### src/rtl/vga_timing_controller_if.sv
// vga_timing_controller_if
// Bundles the video RAM read port and the VGA pin outputs of the timing
// controller.
//   Enable           hold control for the whole controller
//   iPixel           {R,G,B} returned by video RAM, one clock after the address
//   oReadAddress     video RAM read address
//   oHorizontalSync  HSYNC pin
//   oVerticalSync    VSYNC pin
//   oRed/oGreen/oBlue colour pins
//   oColumn/oRow     coordinates of the pixel currently on the pins
//   oFrameStart      one-clock pulse when pixel (0,0) is on the pins
// The master modport is the controller; the slave modport is the RAM/board side.
interface vga_timing_controller_if;
    logic        Enable;
    logic [2:0]  iPixel;
    logic [18:0] oReadAddress;
    logic        oHorizontalSync;
    logic        oVerticalSync;
    logic        oRed;
    logic        oGreen;
    logic        oBlue;
    logic [9:0]  oColumn;
    logic [9:0]  oRow;
    logic        oFrameStart;

    modport master (
        input  Enable, iPixel,
        output oReadAddress, oHorizontalSync, oVerticalSync,
               oRed, oGreen, oBlue, oColumn, oRow, oFrameStart
    );

    modport slave (
        output Enable, iPixel,
        input  oReadAddress, oHorizontalSync, oVerticalSync,
               oRed, oGreen, oBlue, oColumn, oRow, oFrameStart
    );
endinterface

### src/rtl/vga_timing_controller.sv
// vga_timing_controller
// Generates VGA raster timing from the system clock through a clock divider,
// issues the video RAM read address, and registers the returned pixel with
// the sync signals so colour and sync leave the block aligned.
//   Clock  system clock, rising edge
//   Reset  asynchronous, active-low
//   bus    vga_timing_controller_if.master (RAM read port and VGA pins)
// Pipeline: counters -> stage 1 (address, sync decode, coordinates)
//           -> stage 2 (pins). A pixel reaches the pins two ticks after the
// counters reach it.
module vga_timing_controller #(
    parameter int   H_VISIBLE   = 640,
    parameter int   H_FRONT     = 16,
    parameter int   H_SYNC      = 96,
    parameter int   H_BACK      = 48,
    parameter int   V_VISIBLE   = 480,
    parameter int   V_FRONT     = 10,
    parameter int   V_SYNC      = 2,
    parameter int   V_BACK      = 33,
    parameter int   CLK_DIV     = 2,
    parameter logic SYNC_ACTIVE = 1'b0
) (
    input  logic                          Clock,
    input  logic                          Reset,
    vga_timing_controller_if.master       bus
);

    localparam int DIV_W = $clog2(CLK_DIV);
    localparam logic [DIV_W-1:0] DIV_LAST = DIV_W'(CLK_DIV - 1);

    localparam logic [9:0] H_VIS    = 10'(H_VISIBLE);
    localparam logic [9:0] HS_START = 10'(H_VISIBLE + H_FRONT);
    localparam logic [9:0] HS_END   = 10'(H_VISIBLE + H_FRONT + H_SYNC);
    localparam logic [9:0] H_LAST   = 10'(H_VISIBLE + H_FRONT + H_SYNC + H_BACK - 1);
    localparam logic [9:0] V_VIS    = 10'(V_VISIBLE);
    localparam logic [9:0] VS_START = 10'(V_VISIBLE + V_FRONT);
    localparam logic [9:0] VS_END   = 10'(V_VISIBLE + V_FRONT + V_SYNC);
    localparam logic [9:0] V_LAST   = 10'(V_VISIBLE + V_FRONT + V_SYNC + V_BACK - 1);
    localparam logic [18:0] LINE_WORDS = 19'(H_VISIBLE);

    logic [DIV_W-1:0] divider;
    logic             tick;
    logic [9:0]       hcount;
    logic [9:0]       vcount;

    logic             visible_now;
    logic             hs_now;
    logic             vs_now;
    logic [18:0]      addr_now;

    // stage 1
    logic             valid1;
    logic             visible1;
    logic             hs1;
    logic             vs1;
    logic [9:0]       col1;
    logic [9:0]       row1;

    assign tick = bus.Enable && (divider == DIV_LAST);

    always_ff @(posedge Clock or negedge Reset) begin
        if (!Reset) begin
            divider <= '0;
        end else if (bus.Enable) begin
            divider <= tick ? '0 : divider + 1'b1;
        end
    end

    always_ff @(posedge Clock or negedge Reset) begin
        if (!Reset) begin
            hcount <= '0;
            vcount <= '0;
        end else if (tick) begin
            if (hcount == H_LAST) begin
                hcount <= '0;
                vcount <= (vcount == V_LAST) ? '0 : vcount + 1'b1;
            end else begin
                hcount <= hcount + 1'b1;
            end
        end
    end

    always_comb begin
        visible_now = (hcount < H_VIS) && (vcount < V_VIS);
        hs_now      = (hcount >= HS_START) && (hcount < HS_END);
        vs_now      = (vcount >= VS_START) && (vcount < VS_END);
        addr_now    = visible_now ? (19'(vcount) * LINE_WORDS + 19'(hcount)) : '0;
    end

    // valid1 keeps the reset-cleared (0,0) coordinates in stage 1 from
    // producing a frame-start pulse before the counters have fed real data.
    always_ff @(posedge Clock or negedge Reset) begin
        if (!Reset) begin
            valid1           <= 1'b0;
            visible1         <= 1'b0;
            hs1              <= ~SYNC_ACTIVE;
            vs1              <= ~SYNC_ACTIVE;
            col1             <= '0;
            row1             <= '0;
            bus.oReadAddress <= '0;
        end else if (tick) begin
            valid1           <= 1'b1;
            visible1         <= visible_now;
            hs1              <= hs_now ? SYNC_ACTIVE : ~SYNC_ACTIVE;
            vs1              <= vs_now ? SYNC_ACTIVE : ~SYNC_ACTIVE;
            col1             <= hcount;
            row1             <= vcount;
            bus.oReadAddress <= addr_now;
        end
    end

    always_ff @(posedge Clock or negedge Reset) begin
        if (!Reset) begin
            bus.oHorizontalSync <= ~SYNC_ACTIVE;
            bus.oVerticalSync   <= ~SYNC_ACTIVE;
            bus.oRed            <= 1'b0;
            bus.oGreen          <= 1'b0;
            bus.oBlue           <= 1'b0;
            bus.oColumn         <= '0;
            bus.oRow            <= '0;
        end else if (tick) begin
            bus.oHorizontalSync <= hs1;
            bus.oVerticalSync   <= vs1;
            {bus.oRed, bus.oGreen, bus.oBlue} <= visible1 ? bus.iPixel : 3'b000;
            bus.oColumn         <= col1;
            bus.oRow            <= row1;
        end
    end

    // Re-evaluated every clock so the pulse is exactly one clock wide; tick is
    // low while Enable is low, so a held controller never stretches it.
    always_ff @(posedge Clock or negedge Reset) begin
        if (!Reset) begin
            bus.oFrameStart <= 1'b0;
        end else begin
            bus.oFrameStart <= tick && valid1 && (col1 == '0) && (row1 == '0);
        end
    end

endmodule
### src/flat_wrapper.sv
// flat-port wrapper written by rule: the top's interface ports become plain ports
module vga_timing_controller_flat 
#(
    parameter int   H_VISIBLE   = 640,
    parameter int   H_FRONT     = 16,
    parameter int   H_SYNC      = 96,
    parameter int   H_BACK      = 48,
    parameter int   V_VISIBLE   = 480,
    parameter int   V_FRONT     = 10,
    parameter int   V_SYNC      = 2,
    parameter int   V_BACK      = 33,
    parameter int   CLK_DIV     = 2,
    parameter logic SYNC_ACTIVE = 1'b0
)
  (Clock, Reset, bus_Enable, bus_iPixel, bus_oReadAddress, bus_oHorizontalSync, bus_oVerticalSync, bus_oRed, bus_oGreen, bus_oBlue, bus_oColumn, bus_oRow, bus_oFrameStart);
  vga_timing_controller_if bus_i ();
  input  logic Clock;
  input  logic Reset;
  input wire logic [$bits(bus_i.Enable)-1:0] bus_Enable;
  input wire logic [$bits(bus_i.iPixel)-1:0] bus_iPixel;
  output wire logic [$bits(bus_i.oReadAddress)-1:0] bus_oReadAddress;
  output wire logic [$bits(bus_i.oHorizontalSync)-1:0] bus_oHorizontalSync;
  output wire logic [$bits(bus_i.oVerticalSync)-1:0] bus_oVerticalSync;
  output wire logic [$bits(bus_i.oRed)-1:0] bus_oRed;
  output wire logic [$bits(bus_i.oGreen)-1:0] bus_oGreen;
  output wire logic [$bits(bus_i.oBlue)-1:0] bus_oBlue;
  output wire logic [$bits(bus_i.oColumn)-1:0] bus_oColumn;
  output wire logic [$bits(bus_i.oRow)-1:0] bus_oRow;
  output wire logic [$bits(bus_i.oFrameStart)-1:0] bus_oFrameStart;
  assign bus_i.Enable = bus_Enable;
  assign bus_i.iPixel = bus_iPixel;
  assign bus_oReadAddress = bus_i.oReadAddress;
  assign bus_oHorizontalSync = bus_i.oHorizontalSync;
  assign bus_oVerticalSync = bus_i.oVerticalSync;
  assign bus_oRed = bus_i.oRed;
  assign bus_oGreen = bus_i.oGreen;
  assign bus_oBlue = bus_i.oBlue;
  assign bus_oColumn = bus_i.oColumn;
  assign bus_oRow = bus_i.oRow;
  assign bus_oFrameStart = bus_i.oFrameStart;
  vga_timing_controller #(.H_VISIBLE(H_VISIBLE), .H_FRONT(H_FRONT), .H_SYNC(H_SYNC), .H_BACK(H_BACK), .V_VISIBLE(V_VISIBLE), .V_FRONT(V_FRONT), .V_SYNC(V_SYNC), .V_BACK(V_BACK), .CLK_DIV(CLK_DIV), .SYNC_ACTIVE(SYNC_ACTIVE)) u_core (.Clock(Clock), .Reset(Reset), .bus(bus_i));
endmodule
### config.mk
export PLATFORM = sky130hd
export DESIGN_NAME = vga_timing_controller_flat
export DESIGN_NICKNAME = d
export VERILOG_FILES = /design/src/rtl/vga_timing_controller_if.sv /design/src/rtl/vga_timing_controller.sv /design/src/flat_wrapper.sv
export SDC_FILE = /design/constraint.sdc
export NUM_CORES = 1
export LEC_CHECK = 0
export BUFFER_PORTS_ARGS = -buffer_cell sky130_fd_sc_hd__clkbuf_2
export CAP_MARGIN = 20
export CORE_MARGIN = 2
export CORE_UTILIZATION = 45
export DETAILED_ROUTE_END_ITERATION = 10
export GPL_TIMING_DRIVEN = 0
export HOLD_SLACK_MARGIN = 0.06
export PLACE_DENSITY = 0.74
export SLEW_MARGIN = 20
export SYNTH_ARGS = -nofsm -noshare
export SYNTH_HDL_FRONTEND = slang
export SYNTH_SLANG_ARGS = --single-unit
### constraint.sdc
create_clock -name Clock -period 2.95 [get_ports Clock]
set_input_delay 0.59 -clock Clock [delete_from_list [all_inputs] [get_ports Clock]]
set_output_delay 0.59 -clock Clock [all_outputs]
set_load 0.01 [all_outputs]
## Word level (Yosys, flattened, before mapping)

Index checks and enable logic that the tools add are counted.

| storage, ports and cells | value |
|---|---|
| input bits | 6 |
| output and inout port bits | 45 |
| register bits | 90 |
| logic and storage cells | 48 |

| operators by class | value |
|---|---|
| reduce and logical (&&, ||, !) cells | 10 |
| magnitude comparators | 6 |
| add/sub/neg operators | 4 |
| $mul | 1 |
| muxes and demuxes | 7 |
| equal/unequal tests | 2 |

Operators by type and width:

| kind | number |
|---|---|
| $add A10 B1 Y10 const B | 2 |
| $eq A10 B10 Y1 const B | 2 |
| $logic_not A10 Y1 | 2 |
| $lt A10 B10 Y1 const B | 2 |
| $lt A10 B9 Y1 const B | 2 |
| $mux W10 | 2 |
| $add A19 B10 Y19 | 1 |
| $mux W19 | 1 |
| $mul A10 B3 Y12 const B | 1 |
| $ge A10 B10 Y1 const B | 1 |
| $ge A10 B9 Y1 const B | 1 |
| $logic_and A1 B1 Y1 | 7 |
| $mux W1 | 3 |
| $mux W3 | 1 |
| $reduce_and A2 Y1 | 1 |
| $add A1 B1 Y1 const B | 1 |

## Depth between registers and ports, before layout

| depth | value |
|---|---|
| word-level depth | 4 |
| gate-level depth with buffers | 9 |
| depth with buffers taken out | 9 |

## Least setup slack after synthesis

OpenSTA, ideal clock, no wires.

| timing path | value |
|---|---|
| kind | register to register |
| start | register u_core.vcount[1] |
| end | register u_core.bus.oReadAddress[17] |
| arrival time | 2808 ps |
| clock period less this slack | 2929 ps |
| cell stages (with the launch flop) | 10 |
| setup time | 122 ps |
| required time | 2828 ps |
| setup slack | 21 ps |
| buffers on the path | 0 |
| cells stage by stage | dfrtp_1 ha_1 ha_1 fa_1 a211oi_1 o21ai_0 a21oi_1 xor2_2 or3_1 a32o_1 |

| on the way | value |
|---|---|
| word-level cells in the longest chain between the ends | 3 |
| elaborated cells on any way between the ends | 5 |
| classes of those cells | 1 x add/sub; 1 x mul; 1 x order compare; 1 x mux; 1 x reduce/logical |

RTL lines:

| what | line | source |
|---|---|---|
| from (decl) | vga_timing_controller.sv:44 | `logic [9:0] vcount;` |
| from (signal assigned) | vga_timing_controller.sv:76 | `vcount <= (vcount == V_LAST) ? '0 : vcount + 1'b1;` |
| $mul A10 B3 Y12 or $lt A10 B9 Y1 (tied branches) | vga_timing_controller.sv:87, vga_timing_controller.sv:84 |  |
| $add A19 B10 Y19 or $logic_and A1 B1 Y1 (tied branches) | vga_timing_controller.sv:87, vga_timing_controller.sv:84 |  |
| $mux W19 (*) | vga_timing_controller.sv:87 | `addr_now = visible_now ? (19'(vcount) * LINE_WORDS + 19'(hcount)) : '0;` |
| to (signal assigned) | vga_timing_controller.sv:108 | `bus.oReadAddress <= addr_now;` |
| to (decl) | vga_timing_controller_if.sv:28 | `output oReadAddress, oHorizontalSync, oVerticalSync,` |

Every way passes the cells marked *; elsewhere a longest branch is shown, timed or not.
A chain may end at the register's enable or synchronous reset.

## Worst setup path in the final report

| timing path | value |
|---|---|
| start | register u_core.vcount[3] |
| end | register u_core.bus.oReadAddress[17] |

Same word-level chain as after synthesis.

==> flow_metrics.py <==
metrics = {
    "die": {
        "die_h_um": 101,
        "dieArea_um2": 10300,
        "core_um2": 9240,
        "die_w_um": 101,
        "num_io_pins": 51,
        "rows": 35,
        "start_util_pct": 46.3,
    },
    "pwr": {
        "irDropWorstVdd_v": 0.000336,
        "seqPwrFrac_pct": 50.7,
        "p_comb_share_pct": 23.0,
        "p_clk_share_pct": 26.4,
        "p_leak_nw": 2.41,
        "netSwitchingFraction_pct": 32.1,
        "p_sw_mw": 1.04,
        "p_per_area_nw_per_um2": 656,
        "p_int_mw": 2.21,
    },
    "timing": {
        "period_share_pct": 97.1,
        "finalSetupViolCount": 0,
        "min_period_ns": 2.86,
        "relSlewSlack_pct": 53.9,
        "hold_violations": 0,
        "worst_pin_slew_ns": 0.691,
        "hold-worst-slack_ns": 0.266,
        "rsz0062_at_grt": "yes",
        "skew_ns": 0.00921,
        "drv_slew": 0,
        "setup_slack_ns": 0.0863,
        "max_clock_freq_ghz": 0.349,
        "finalSetupTns_ns": 0,
    },
    "route": {
        "initialDrtViolationCount": 168,
        "wire_per_inst_um": 15.6,
        "detail_route.vias_per_cell": 5.32,
        "drtAntennaViolNets": 0,
        "drc": 0,
        "wl_mm": 8.88,
        "vias": 3034,
        "drtPass1Iterations": 4,
    },
    "critical_path": {
        "crit_type": "flip-flop to flip-flop",
        "critPathMaxFanout": 5,
        "worstPathArrival_ns": 3.12,
        "required_ns": 3.21,
        "start_kind": "flip-flop",
        "worst_setup_path_end_kind": "flip-flop",
    },
    "yosys": {
        "synth.distinct_cells": 48,
        "synth_top_area_share_pct": 50.3,
        "ys_async_sr_fraction_pct": 100,
        "synthTopCellsByArea": "dfrtp_1 (50%), mux2_2 (10%), ha_1 (6.7%)",
        "syn-cell-area_um2": 4280,
        "synth_seq_cells": 90,
        "ys_seq_area_share_pct": 52.8,
        "yosys_most_used_dff": "dfrtp_1",
        "synthCells": 372,
        "synth_largest_area_cell": "dfrtp_1",
        "synth_edf_count": 0,
        "syn_nets": 403,
        "synth_area_per_cell_um2": 11.5,
        "yosys_warnings": 0,
    },
    "cells_and_area": {
        "areaGrowthSynthToFinish_pct": 16.0,
        "nets": 467,
        "drive_gt1_share_pct": 29.3,
        "fillers": 799,
        "layout_common_cells": "dfrtp_1 (82), clkbuf_2 (49), nand2_1 (43), mux2_2 (38), o21ai_0 (28)",
        "diodes": 0,
        "final_common_cell": "dfrtp_1",
    },
    "grt": {
        "grt_start_max_net_pins": 91,
        "grt_pass1_wl_mm": 14.8,
        "grtUsageTotal_pct": 18.4,
        "overflow": 0,
        "antenna_found_initial": 0,
        "grt_pass1_vias": 2961,
    },
    "status": {
        "status": "completed",
    },
    "clocking": {
        "htreeDepth": 3,
        "cts_tree": "done",
        "cts-root-buf": "clkbuf_8",
        "cts_sinks": 90,
        "clk_pin_slew_worst_paths_ns": 0.09,
        "cts_buffer_depth": 2,
        "postCtsHoldBufs": 0,
        "cts_buffers": 9,
        "clock_latency_ns": 0.37,
    },
    "placed_design": {
        "place_ws_ns": -0.322,
        "gp_congestion": 0.891,
        "io_buffer_count": 50,
        "dp_hpwl_mm": 6.39,
    },
    "worst_hold_path": {
        "min_path_type": "primary input to async pin",
    },
    "job": {
        "drv_cap": 0,
    },
}
[state kept, by name (all words and copies together), names as in the netlist, 10 cells and up]
signal / flops
u_core.bus.oRow: 10
u_core.vcount: 10
u_core.col1: 10
u_core.bus.oReadAddress: 19
u_core.hcount: 10
u_core.bus.oColumn: 10
u_core.row1: 10
[Yosys cell counts (9+ instances only)]
library cell	n
clkbuf_1	9
dfrtp_1	86
ha_1	23
inv_1	9
mux2_2	38
nand2_1	43
nand3_1	11
nor2_1	19
o21ai_0	29
xnor2_1	12
xor2_1	11
[per-stage QoR]
step | total power, mW | std cells | util [%] | cell area [um^2]
4_1_cts | 3.28 | 568 | 53.3 | 4920
5_1_grt | 3.45 | 570 | 53.7 | 4960
2_1_floorplan | 2.12 | 372 | - | 4280
3_3_place_gp | 2.40 | 551 | 50.7 | 4690
3_5_place_dp | 2.43 | 551 | 50.8 | 4700
6_report | 3.25 | 570 | 53.7 | 4960
[layout make-up]
cell class              instances  area, um^2  share of cell area (%)
inverters                       9        33.8                   0.681
flip-flops and latches         90        2260                    45.6
clock inverters                 6        78.8                    1.59
plain buffers                  14        70.1                    1.41
repair buffers                 53         282                    5.67
well taps                     129         161                    3.25
multi-input cells             259        1950                    39.2
clock buffers                  10         128                    2.57
[cell families after synthesis]
family	share of synthesized area (%)
muxes	10.0
AOI/OAI and AO/OA	9.25
DFF	52.8
adders and majority gates	7.67
buffers and inverters	2.43
xor gates and xnor gates	5.09
and+or+nand+nor	12.8
[routing by layer]
layer / GRT usage, % / part of all wire, % / routed length [um]
met4: 4.57 / 1.1 / 100
met3: 5.18 / 5.1 / 451
met5: 0 / 0 / 0
met1: 25.3 / 46 / 4110
met2: 29.2 / 48 / 4230
[worst max-delay path: stages (launching register included)]
cell      delay (ns)
dfrtp_2         0.44
ha_1            0.30
ha_1            0.24
fa_2            0.38
a211oi_4        0.33
o21ai_2         0.11
a21oi_2         0.20
xor2_2          0.13
or3_1           0.36
a32o_1          0.26
[path summary, 6_finish.rpt]
path	to	cells past startpoint	startpoint	slack, ns
worst max-delay path	u_core.bus.oReadAddress[17]$_DFFE_PN0P_	9	u_core.vcount[3]$_DFFE_PN0P_	0.09
worst min-delay path	u_core.bus.oRed$_DFFE_PN0P_	1	Reset	0.27
worst max register to register	u_core.bus.oReadAddress[17]$_DFFE_PN0P_	9	u_core.vcount[3]$_DFFE_PN0P_	0.09
worst min register to register	u_core.valid1$_DFFE_PN0P_	1	u_core.valid1$_DFFE_PN0P_	0.49
max in group asynchronous	u_core.vcount[3]$_DFFE_PN0P_	1	Reset	2.16
min in group Clock	u_core.divider$_DFFE_PN0P_	2	bus_Enable	0.44
[power by group through the flow]
stage | clock, mW | sequential (mW) | combinational [mW]
finish | 0.857 | 1.65 | 0.747
global route | 0.927 | 1.68 | 0.838
CTS | 0.872 | 1.65 | 0.762
detailed placement | 0 | 1.67 | 0.762
global placement | 0 | 1.66 | 0.738
floorplan | 0 | 1.68 | 0.437
[repair_timing]
action | in CTS | in global routing
buffers inserted | 1 | 2
endpoints found under the setup margin | 3 | 2
endpoints found under the hold margin | 0 | 0
gates resized for setup | 5 | 6
pin swaps | 3 | 3
Note: power is estimated with default switching activity, not from simulation.
